`src/rtl/key_matrix_scanner.sv`:
```
// 8x8 key matrix scanner: drives one column low at a time, assembles raw frames and publishes a debounced 64-bit snapshot.
// Optional ghost detection (adds o_ghost) is enabled by defining MATRIX_SCAN_GHOST_EN.
module key_matrix_scanner #(
  parameter int SCAN_DIV        = 8000,
  parameter int DEBOUNCE_FRAMES = 4
) (
  input  logic        i_clk,
  input  logic        i_nreset,
  input  logic [7:0]  i_rows,
  output logic [7:0]  o_cols,
  output logic [63:0] o_vals,
  output logic        o_frame,
  output logic        o_changed
`ifdef MATRIX_SCAN_GHOST_EN
  ,
  output logic        o_ghost
`endif
);

  localparam int             DIV_W    = $clog2(SCAN_DIV);
  localparam logic [DIV_W-1:0] DIV_LAST = DIV_W'(SCAN_DIV - 1);
  localparam logic [3:0]     DEB      = 4'(DEBOUNCE_FRAMES);

  logic [7:0]       sync1, sync2;
  logic [DIV_W-1:0] div;
  logic [2:0]       col;
  logic [63:0]      raw, prev;
  logic [3:0]       stable;

  logic        sample, frame_end, ghost, publish;
  logic [63:0] raw_next;
  logic [3:0]  stable_next;

  // NOTE: every variable is given a default at the top of always_comb so no path leaves it unassigned, which would infer a latch.
  always_comb begin
    raw_next    = raw;
    sample      = (div == DIV_LAST);
    frame_end   = sample && (col == 3'd7);
    if (sample) raw_next[col*8 +: 8] = ~sync2;

    if (raw_next == prev) stable_next = (stable >= DEB) ? DEB : stable + 4'd1;
    else                  stable_next = 4'd1;
  end

`ifdef MATRIX_SCAN_GHOST_EN
  // Two columns sharing two or more pressed rows make the frame ambiguous.
  always_comb begin
    logic [7:0] both;
    both  = '0;
    ghost = 1'b0;
    for (int i = 0; i < 7; i++) begin
      for (int j = i + 1; j < 8; j++) begin
        both = raw_next[i*8 +: 8] & raw_next[j*8 +: 8];
        if ((both & (both - 8'd1)) != 8'd0) ghost = 1'b1;
      end
    end
  end
`else
  assign ghost = 1'b0;
`endif

  assign publish = (stable_next >= DEB) && (raw_next != o_vals) && !ghost;

  // NOTE: sequential state uses non-blocking assignments so every flop samples pre-edge values regardless of statement order.
  always_ff @(posedge i_clk or negedge i_nreset) begin
    if (!i_nreset) begin
      sync1     <= 8'hFF;
      sync2     <= 8'hFF;
      div       <= '0;
      col       <= 3'd0;
      o_cols    <= 8'hFE;
      raw       <= '0;
      prev      <= '0;
      stable    <= 4'd0;
      o_vals    <= '0;
      o_frame   <= 1'b0;
      o_changed <= 1'b0;
    end else begin
      sync1     <= i_rows;
      sync2     <= sync1;
      raw       <= raw_next;
      o_frame   <= frame_end;
      o_changed <= frame_end && publish;

      if (sample) begin
        div    <= '0;
        col    <= col + 3'd1;
        o_cols <= {o_cols[6:0], o_cols[7]};
      end else begin
        div <= div + DIV_W'(1);
      end

      if (frame_end) begin
        prev   <= raw_next;
        stable <= stable_next;
        if (publish) o_vals <= raw_next;
      end
    end
  end

`ifdef MATRIX_SCAN_GHOST_EN
  always_ff @(posedge i_clk or negedge i_nreset) begin
    if (!i_nreset)      o_ghost <= 1'b0;
    else if (frame_end) o_ghost <= ghost;
  end
`endif

endmodule

```
`config.mk`:
```
export PLATFORM = sky130hd
export DESIGN_NAME = key_matrix_scanner
export DESIGN_NICKNAME = d
export VERILOG_FILES = /design/src/rtl/key_matrix_scanner.sv
export SDC_FILE = /design/constraint.sdc
export NUM_CORES = 1
export LEC_CHECK = 0
export ABC_CLOCK_PERIOD_IN_PS = 5290
export BUFFER_PORTS_ARGS = -buffer_cell sky130_fd_sc_hd__buf_2
export CORE_MARGIN = 2
export CORE_UTILIZATION = 40
export DETAILED_ROUTE_END_ITERATION = 8
export HOLD_SLACK_MARGIN = 0.02
export MAX_ROUTING_LAYER = met4
export PLACE_DENSITY = 0.68
export SLEW_MARGIN = 20
export SYNTH_ARGS = -nofsm -noshare
export SYNTH_HDL_FRONTEND = slang
export SYNTH_SLANG_ARGS = --single-unit
```
`constraint.sdc`:
```
create_clock -name i_clk -period 5.29 [get_ports i_clk]
set_clock_uncertainty 0.1 [all_clocks]
set_input_delay 0.2645 -clock i_clk [delete_from_list [all_inputs] [get_ports i_clk]]
set_output_delay 0.2645 -clock i_clk [all_outputs]
set_load 0.02 [all_outputs]
```
==> flow_summary.yaml <==
synthesis:
  yosysSeqAreaShare_pct: 47.7
  ys.flop_type: "dfrtp_1"
  synth_cell_types: 76
  ys_ff_latch: 238
  async_flop_share_pct: 100
  syn_area_mm2: 0.0125
  synth-edff-count: 0
  synth_cells: 1329
  avgSynthCellArea_um2: 9.44
  synth_nets: 1346
  synth_warnings: 0
sta:
  rsz0062_at_grt: "false"
  finalHoldViolations: 0
  slew_viol_final: 0
  fin_crit_ns: 5.05
  fin_tns_setup_ns: 0
  min_period_over_period_pct: 95.4
  setup_viol: 0
  slew_headroom_pct: 39.3
  maxClockFrequency_ghz: 0.198
  worstMarginPinSlew_ns: 0.898
route:
  drt-initial-drc-count: 1066
  wl_per_cell_um: 22.1
  vias: 11300
  vias_per_cell: 6.12
  drtAntennaViolNets: 0
  drc: 0
  wl_um: 40900
  dr.pass1.iters: 5
setup_path:
  critPathSlowestCell: "or4_1"
  crit_chain: "inv_1 -> ha_1 -> ha_1 -> nand2b_1 -> or4_1 -> buf_4 -> or3_1 -> a21boi_0 -> o22a_1 -> nand4_1 -> or4_1 -> a311oi_4 -> buf_12 -> mux2_2"
  r2r-start: "col[1]"
  cp.arrival_ns: 5.37
  end_kind: "flip-flop"
  cpPeakStageDelay_ns: 0.62
  required_ns: 5.61
  timing.rr.end: "o_vals[11]"
  worst-path-max-fanout: 32
  rrSetupSlack_ns: 0.24
  crit_start: "col[1]"
  path_class: "reg -> reg"
  startpoint_type: "flip-flop"
  ff2ff_path_depth: 14
floorplanning:
  core.rowCount: 64
  start_util_pct: 40.8
  ios: 84
  core_mm2: 0.0307
  die_area_mm2: 0.0328
  die_y_um: 181
  die_w_um: 181
status:
  outcome: "completed"
cells_and_area:
  layout_commonest_cell: "dfrtp_1"
  multiInputGateArea_mm2: 0.00607
  diodes: 0
  seq_area_mm2: 0.00598
  mostFrequentLayoutCells: "dfrtp_1, nand2_1, o21ai_0, buf_2, a21oi_1"
  layout.nets: 1447
  synthToLayoutAreaGrowth_pct: 17.2
  drive_gt1_share_pct: 16.6
  nFillCells: 2934
clock_tree:
  cts_sinks: 238
  clockBufferDepth: 3
  post_cts_buffers: 0
  cts_max_level: 1
  cts.clk_slew.worst_paths_ns: 0.06
  cts-root-buf: "clkbuf_16"
  clk_latency_ns: 0.55
  cts_tree: "built"
  numCtsBuffers: 26
pwr:
  seqPwrFrac_pct: 48.0
  fin_total_pwr_mw: 3.85
  cellPowerDensity_mw_per_mm2: 262
  clockPowerShare_pct: 50.6
  p_int_mw: 3.03
  sw_frac_of_total_pct: 21.2
  p_switching_mw: 0.815
  p_comb_share_pct: 1.4
  peakVddDrop_mv: 0.224
  p_leak_nw: 7.12
placed_design:
  place.gp.congestion: 0.958
  hpwl_um: 28800
  port_buffers: 83
hold_path:
  min_to: "sync1[3]"
  hold_path_depth: 2
  min_path_type: "in -> reg"
  hp-start: "i_rows[3]"
grt:
  grt.overflow.total: 0
  grt_first_pass_wirelength_um: 62300
  grt_max_degree: 131
  grt_pass1_vias: 10400
  antenna_found_initial: 0
  grt_util_all_layers_pct: 25.1
run:
  max_cap_viol_count: 0
## what timing repair did
action	in CTS	in global routing
hold buffers	9	0
endpoints found under the hold margin	114	0
gates resized for setup	0	3
setup endpoints to repair	0	62
## through the flow
stage	setup slack, ns	instances	utilization [%]	instance area (um2)	hold WS [ns]
finish	0.242	1845	47.8	14700	0.252
global route	0.0108	1845	47.8	14700	0.246
floorplan	0.0314	1329	-	12500	-0.131
global placement	0.305	1789	44.5	13700	0.246
CTS	0.219	1845	47.8	14700	0.239
detailed placement	0.228	1789	44.5	13700	0.247
## routing by layer
layer	wire length, um	global-route usage [%]	vias up
met5	0	-	-
met4	2030	11.2	0
met3	3400	3.12	103
met2	18200	37.4	563
met1	17200	34.3	5535
li1	-	-	5095
## cells by family (layout without fill, tap and decap cells)
family | Yosys count | after routing | synth area share, %
xor gates and xnor gates | 37 | 37 | 2.58
adders and majority gates | 7 | 7 | 0.698
AOI/OAI and AO/OA | 317 | 317 | 16.1
buffers and inverters | 133 | 253 | 4.36
muxes | 74 | 74 | 6.52
and+or+nand+nor | 523 | 523 | 22.0
DFF | 238 | 238 | 47.7
## registers in the layout, indices dropped and copies added, names as in the netlist, 3 cells and up
name,cells
o_vals,64
prev,64
raw,64
div,13
o_cols,8
sync1,8
sync2,8
stable,4
col,3
## cell usage after synthesis, drive strengths merged, types with 11 or more instances
cell | count | area (um2)
nand3 | 47 | 235
nor4b | 11 | 103
mux2i | 12 | 120
a31oi | 44 | 275
xnor2 | 22 | 193
nand4 | 30 | 188
nor2 | 60 | 225
o31ai | 13 | 97.6
and2 | 30 | 188
o21ai | 85 | 425
mux2 | 62 | 698
dfstp | 23 | 604
nand2 | 158 | 593
and3 | 40 | 250
xor2 | 15 | 131
dfrtp | 215 | 5380
buf | 14 | 98.8
or3 | 23 | 144
nor4 | 37 | 253
a221oi | 23 | 201
nor3 | 35 | 180
a21oi | 72 | 360
clkbuf | 66 | 249
inv | 52 | 195
## layout make-up
| class | count | area share, % |
|---|---|---|
| multi-input cells | 958 | 41.3 |
| flip-flops and latches | 238 | 40.7 |
| repair buffers | 153 | 7.05 |
| clock buffers | 38 | 5.14 |
| well taps | 396 | 3.37 |
| inverters | 53 | 1.35 |
| clock inverters | 9 | 1.11 |
## how the worst max path moves through the flow
| stage | to | slack, ns | cells past startpoint |
|---|---|---|---|
| finish | o_vals[11] | 0.24 | 14 |
| global route | o_vals[24] | 0.01 | 14 |
| CTS | o_vals[11] | 0.22 | 14 |
| detailed placement | o_vals[10] | 0.23 | 14 |
| global placement | o_vals[10] | 0.30 | 14 |
| floorplan | o_vals[56] | 0.03 | 16 |
## power groups by stage
| stage | clock network (mW) | registers, mW | logic, mW |
|---|---|---|---|
| 2_1_floorplan | 0 | 1.87 | 0.00772 |
| 3_3_place_gp | 0 | 1.88 | 0.0516 |
| 3_5_place_dp | 0 | 1.88 | 0.0521 |
| 4_1_cts | 1.98 | 1.84 | 0.0574 |
| 5_1_grt | 2.06 | 1.84 | 0.0630 |
| 6_report | 1.94 | 1.85 | 0.0546 |
## critical path, delay by kind of cell (launching register included)
family / cells / cell delay [ns]
flip-flops: 1 / 0.40
buffers and inverters: 3 / 0.56
AO/OA/AOI/OAI: 3 / 0.90
AND/OR/NAND/NOR: 5 / 2.05
multiplexers: 1 / 0.36
adder cells (fa/ha/maj): 2 / 0.51
Note: power is estimated with default switching activity, not from simulation.
